[src/rtl/spi_master_wb.sv]
// spi_master_wb: Wishbone-controlled SPI master, CPOL=0/CPHA=1, MSB first
module spi_master_wb #(
  parameter int SPI_WID = 24,
  parameter int CYCLE_HALF_WAIT = 2,
  parameter int SS_WAIT = 3
) (
  input  logic        clk,
  input  logic        rst_L,
  input  logic        wb_cyc,
  input  logic        wb_stb,
  input  logic        wb_we,
  input  logic [31:0] wb_adr,
  input  logic [31:0] wb_dat_w,
  input  logic [3:0]  wb_sel,
  output logic [31:0] wb_dat_r,
  output logic        wb_ack,
  output logic        sck,
  output logic        mosi,
  input  logic        miso,
  output logic        ss_L
);
  localparam int HP = 2 * CYCLE_HALF_WAIT;
  localparam int CW = $clog2((SS_WAIT > HP ? SS_WAIT : HP) + 1);
  localparam int BW = $clog2(SPI_WID + 1);
  typedef enum logic [1:0] {IDLE, SS_SETUP, SHIFT, DONE} state_t;
  state_t state, state_nx;
  logic [CW-1:0] cnt, cnt_nx;
  logic [BW-1:0] bcnt, bcnt_nx;
  logic [SPI_WID-1:0] shift, shift_nx, to_slave, from_slave, from_slave_nx;
  logic [SPI_WID:0] shift_in;
  logic sck_nx, mosi_nx, arm, ready_to_arm, finished;
  logic req, go, wr, unused_ok;
  logic [2:0] sel;
  logic [31:0] status, rdata;
  assign ready_to_arm = state == IDLE;
  assign finished = state == DONE;
  assign ss_L = ~(state == SS_SETUP || state == SHIFT);
  assign shift_in = {shift, miso};
  assign sel = wb_adr[4:2];
  assign status = {30'b0, finished, ready_to_arm};
  assign req = wb_cyc & wb_stb & ~wb_ack;
  assign go = req & ~(sel == 3'd4 & ~(ready_to_arm | finished));
  assign wr = go & wb_we & (wb_sel == 4'hf);
  assign rdata = sel == 3'd0 ? 32'(from_slave) :
                 sel == 3'd1 ? {31'b0, arm} :
                 (sel == 3'd2 || sel == 3'd4) ? status :
                 sel == 3'd3 ? 32'(to_slave) : 32'b0;
  assign unused_ok = ^{wb_adr[31:5], wb_adr[1:0], wb_dat_w};
  // Bus side: ack handshake, read data capture and control registers
  always_ff @(posedge clk or negedge rst_L) begin
    if (!rst_L) begin
      wb_ack <= 1'b0;
      wb_dat_r <= 32'b0;
      arm <= 1'b0;
      to_slave <= '0;
    end else begin
      wb_ack <= wb_cyc & (wb_ack | go);
      if (go & ~wb_we) wb_dat_r <= rdata;
      if (wr && sel == 3'd1) arm <= wb_dat_w[0];
      if (wr && sel == 3'd3 && ready_to_arm) to_slave <= wb_dat_w[SPI_WID-1:0];
    end
  end
  // Transfer sequencer: next state plus next values of counters, shifter and SPI pins
  always_comb begin
    state_nx = state;
    cnt_nx = cnt;
    bcnt_nx = bcnt;
    shift_nx = shift;
    from_slave_nx = from_slave;
    sck_nx = sck;
    mosi_nx = mosi;
    case (state)
      IDLE: begin
        if (arm) begin
          state_nx = SS_SETUP;
          cnt_nx = '0;
          shift_nx = to_slave;
          sck_nx = 1'b0;
          mosi_nx = 1'b0;
        end
      end
      SS_SETUP: begin
        cnt_nx = cnt + 1'b1;
        if (cnt == CW'(SS_WAIT - 1)) begin
          state_nx = SHIFT;
          cnt_nx = '0;
          bcnt_nx = '0;
          sck_nx = 1'b1;
          mosi_nx = shift[SPI_WID-1];
        end
      end
      SHIFT: begin
        cnt_nx = cnt + 1'b1;
        if (cnt == CW'(CYCLE_HALF_WAIT - 1)) begin
          sck_nx = 1'b0;
          shift_nx = shift_in[SPI_WID-1:0];
        end
        if (cnt == CW'(HP - 1)) begin
          cnt_nx = '0;
          if (bcnt == BW'(SPI_WID - 1)) begin
            state_nx = DONE;
            from_slave_nx = shift;
            mosi_nx = 1'b0;
          end else begin
            bcnt_nx = bcnt + 1'b1;
            sck_nx = 1'b1;
            mosi_nx = shift[SPI_WID-1];
          end
        end
      end
      DONE: state_nx = arm ? DONE : IDLE;
      default: state_nx = IDLE;
    endcase
  end
  // Sequencer registers; reset aborts any transfer without touching from_slave beyond clearing it
  always_ff @(posedge clk or negedge rst_L) begin
    if (!rst_L) begin
      state <= IDLE;
      cnt <= '0;
      bcnt <= '0;
      shift <= '0;
      from_slave <= '0;
      sck <= 1'b0;
      mosi <= 1'b0;
    end else begin
      state <= state_nx;
      cnt <= cnt_nx;
      bcnt <= bcnt_nx;
      shift <= shift_nx;
      from_slave <= from_slave_nx;
      sck <= sck_nx;
      mosi <= mosi_nx;
    end
  end
endmodule

[config.mk]
export PLATFORM = sky130hd
export DESIGN_NAME = spi_master_wb
export DESIGN_NICKNAME = d
export VERILOG_FILES = /design/src/rtl/spi_master_wb.sv
export SDC_FILE = /design/constraint.sdc
export NUM_CORES = 1
export LEC_CHECK = 0
export ABC_CLOCK_PERIOD_IN_PS = 3800
export CAP_MARGIN = 15
export CORE_MARGIN = 5
export CORE_UTILIZATION = 50
export CTS_CLUSTER_SIZE = 12
export DETAILED_ROUTE_END_ITERATION = 12
export GPL_ROUTABILITY_DRIVEN = 0
export PLACE_DENSITY = 0.79
export REMOVE_ABC_BUFFERS = 1
export SYNTH_ARGS = -nofsm -noshare
export SYNTH_HDL_FRONTEND = slang
export SYNTH_SLANG_ARGS = --single-unit
[constraint.sdc]
create_clock -name clk -period 3.8 [get_ports clk]
set_input_delay 0.76 -clock clk [delete_from_list [all_inputs] [get_ports clk]]
set_output_delay 0.76 -clock clk [all_outputs]
set_load 0.03 [all_outputs]
==> impl_metrics.toml <==
[placed_design]
dp_hpwl_um = 7530
pre_cts_ws_ns = 0.667
io_buffer_count = 64
place_inst = 628

[route]
viasPerCell = 5.67
drt_iter0_drc = 155
met3WireLength_um = 669
drc = 0
route.met2.wl_um = 5710
drtPass1Iterations = 4
wl_met1_um = 4870
wirelength_um = 11400
vias = 3653
wl_per_cell_um = 17.6
routed.top_layer = "met4"
detail-route-antenna-nets = 0

[layout]
antenna_cells = 0
fin_nets = 588
layout.cells.non_filler = 644
area_growth_pct = 18.3
nFillCells = 842
drive_gt1_frac = 0.211

[worst_setup_path]
r2r-start = "state[0]"
critical_path.max_fanout = 5
arrival_ns = 2.03
rrSetupSlack_ns = 1.17
crit_required_ns = 3.04
critPathKind = "reg -> out"
critPathLaunchType = "register"
r2r_cells = 7
cp-end-kind = "output port"
reg2reg_to = "to_slave[10]"

[floorplan]
start_util = 0.508
coreArea_um2 = 10300
ios = 110
dieArea_um2 = 12600
die_w_um = 112
die-height_um = 112
rows = 37

[run]
max_cap_viol_count = 0

[timing]
clock_skew_ns = 0.0138
rsz0062_at_grt = "false"
min_period_ns = 2.79
maxSlewHeadroom = 0.527
fmax_mhz = 358
tightestPinTransition_ns = 0.707
finalCritPeriodShare = 0.735
final.setup.worst_slack_ns = 1.01
finalHoldViolCount = 0
setup_viol = 0
drv_slew = 0

[min_path]
holdCritPathClass = "in -> async"

[synthesis]
synth-seq-cells = 110
synth_xor_area_frac = 0.00168
yosysMostFrequentCell = "dfrtp_1"
synthCells = 444
dominantRegCellSynth = "dfrtp_1"
syn_avg_cell_area_um2 = 11.8
synth_cell_types = 52
synth_commonest_cells = "dfrtp_1, mux2_2, nor2_1"
synth.cell_area_um2 = 5220
async_flop_share = 1.00
synth_fa_ha_area_frac = 0.0264
synth_top_family_by_area = "multiplexers"
netlist.area_leader.share = 0.527
synthMuxAreaShare = 0.205
yosysTopAreaCell = "dfrtp_1"
synthSimpleGateAreaFrac = 0.0889
yosysSeqAreaShare = 0.527
synth_edf_count = 0
netlist_top_cells_area = "dfrtp_1, mux2_2, mux2i_1"
synth.yosys.warnings = 0
synth-compound-area-share = 0.109

[clock_network]
cts_buffer_depth = 2
cts_setup_buffers = 0
hold_buffers = 0
h-tree-depth = 3
numCtsBuffers = 9
ctsResizeCount = 0
tritoncts = "built"
root_buffer = "clkbuf_8"
clock_latency_ns = 0.37
clock_sinks = 110
cts.clk_slew.worst_paths_ns = 0.11

[global_route]
grt_use_total = 0.185
gr-total-overflow = 0
grt_pass1_wl_um = 19300
grt_max_degree = 56
grt_pass1_vias = 3937
antenna_found_initial = 1

[power_and_ir_drop]
p_per_area_nw_per_um2 = 569
ir_worst_vdd_mv = 0.299
leakage_nw = 2.78

[run_status]
status = "finished, final reports clean"
==> cell families after synthesis <==
family	count (synthesis)
muxes	98
AOI/OAI and AO/OA	84
buffers and inverters	43
and+or+nand+nor	96
DFF	110
adders and majority gates	11
xor gates and xnor gates	1
other	1
==> layer usage <==
layer	up-vias	GRT usage
li1	1703	-
met1	1829	0.245
met2	112	0.313
met3	9	0.0372
met4	0	0.0489
met5	-	0
==> flip-flops by register name, summed over array words and instances (netlist names) <==
register	flops
sck	1
to_slave	24
wb_dat_r	24
mosi	1
arm	1
state	2
cnt	3
wb_ack	1
from_slave	24
shift	24
bcnt	5
==> cell usage in the layout (no fill, tap or decap), drive strengths merged, types with 2 or more instances in the layout <==
cell type,instances
a2111oi,3
a21oi,31
a22o,2
a22oi,23
and2,2
and3,2
buf,12
clkbuf,10
clkdlybuf4s50,63
conb,8
dfrtp,110
ha,11
inv,12
mux2,72
mux2i,26
nand2,11
nand2b,5
nand3,9
nand3b,2
nand4b,2
nor2,52
nor2b,2
nor4,3
o21ai,8
o22a,2
o22ai,2
o41ai,2
==> worst max-delay path by stage <==
stage | startpoint | to | slack, ns
global route | state[1] | ss_L | 0.93
global placement | wb_adr[4] | to_slave[11] | 0.69
finish | state[0] | ss_L | 1.01
CTS | state[0] | ss_L | 0.99
floorplan | state[0] | shift[0] | -1.10
detailed placement | wb_adr[4] | to_slave[10] | 0.67
==> layout make-up <==
type / count / area [um^2] / share of cell area
clock inverter: 6 / 77.6 / 0.0126
multi-input combinational: 298 / 2300 / 0.372
tap: 136 / 170 / 0.0275
clock buffer: 10 / 128 / 0.0207
sequential: 110 / 2750 / 0.446
inverter: 9 / 33.8 / 0.00547
timing repair buffer: 75 / 721 / 0.117
==> power by group <==
part           total [mW]  switching, mW  internal, mW
clock network       0.730          0.412         0.318
logic                1.26          0.776         0.480
registers            1.53          0.159          1.37
total                3.51           1.35          2.17
==> stage by stage <==
stage	power (mW)	utilization	hold WS, ns	cell area, um^2	TNS [ns]
5_1_grt	3.74	0.601	0.491	6180	0
2_1_floorplan	2.40	-	0.464	5070	-26.34
6_report	3.51	0.601	0.446	6180	0
3_3_place_gp	2.72	0.581	0.485	5970	0
4_1_cts	3.54	0.601	0.450	6180	0
3_5_place_dp	2.79	0.581	0.489	5970	0
==> critical path: stages, from the launching register on <==
cell and delay, ns:
dfrtp_1 0.43, inv_1 0.10, ha_1 0.36, inv_1 0.09
clkdlybuf4s50_1 0.68
No activity file was read; power rests on OpenSTA's default activity.
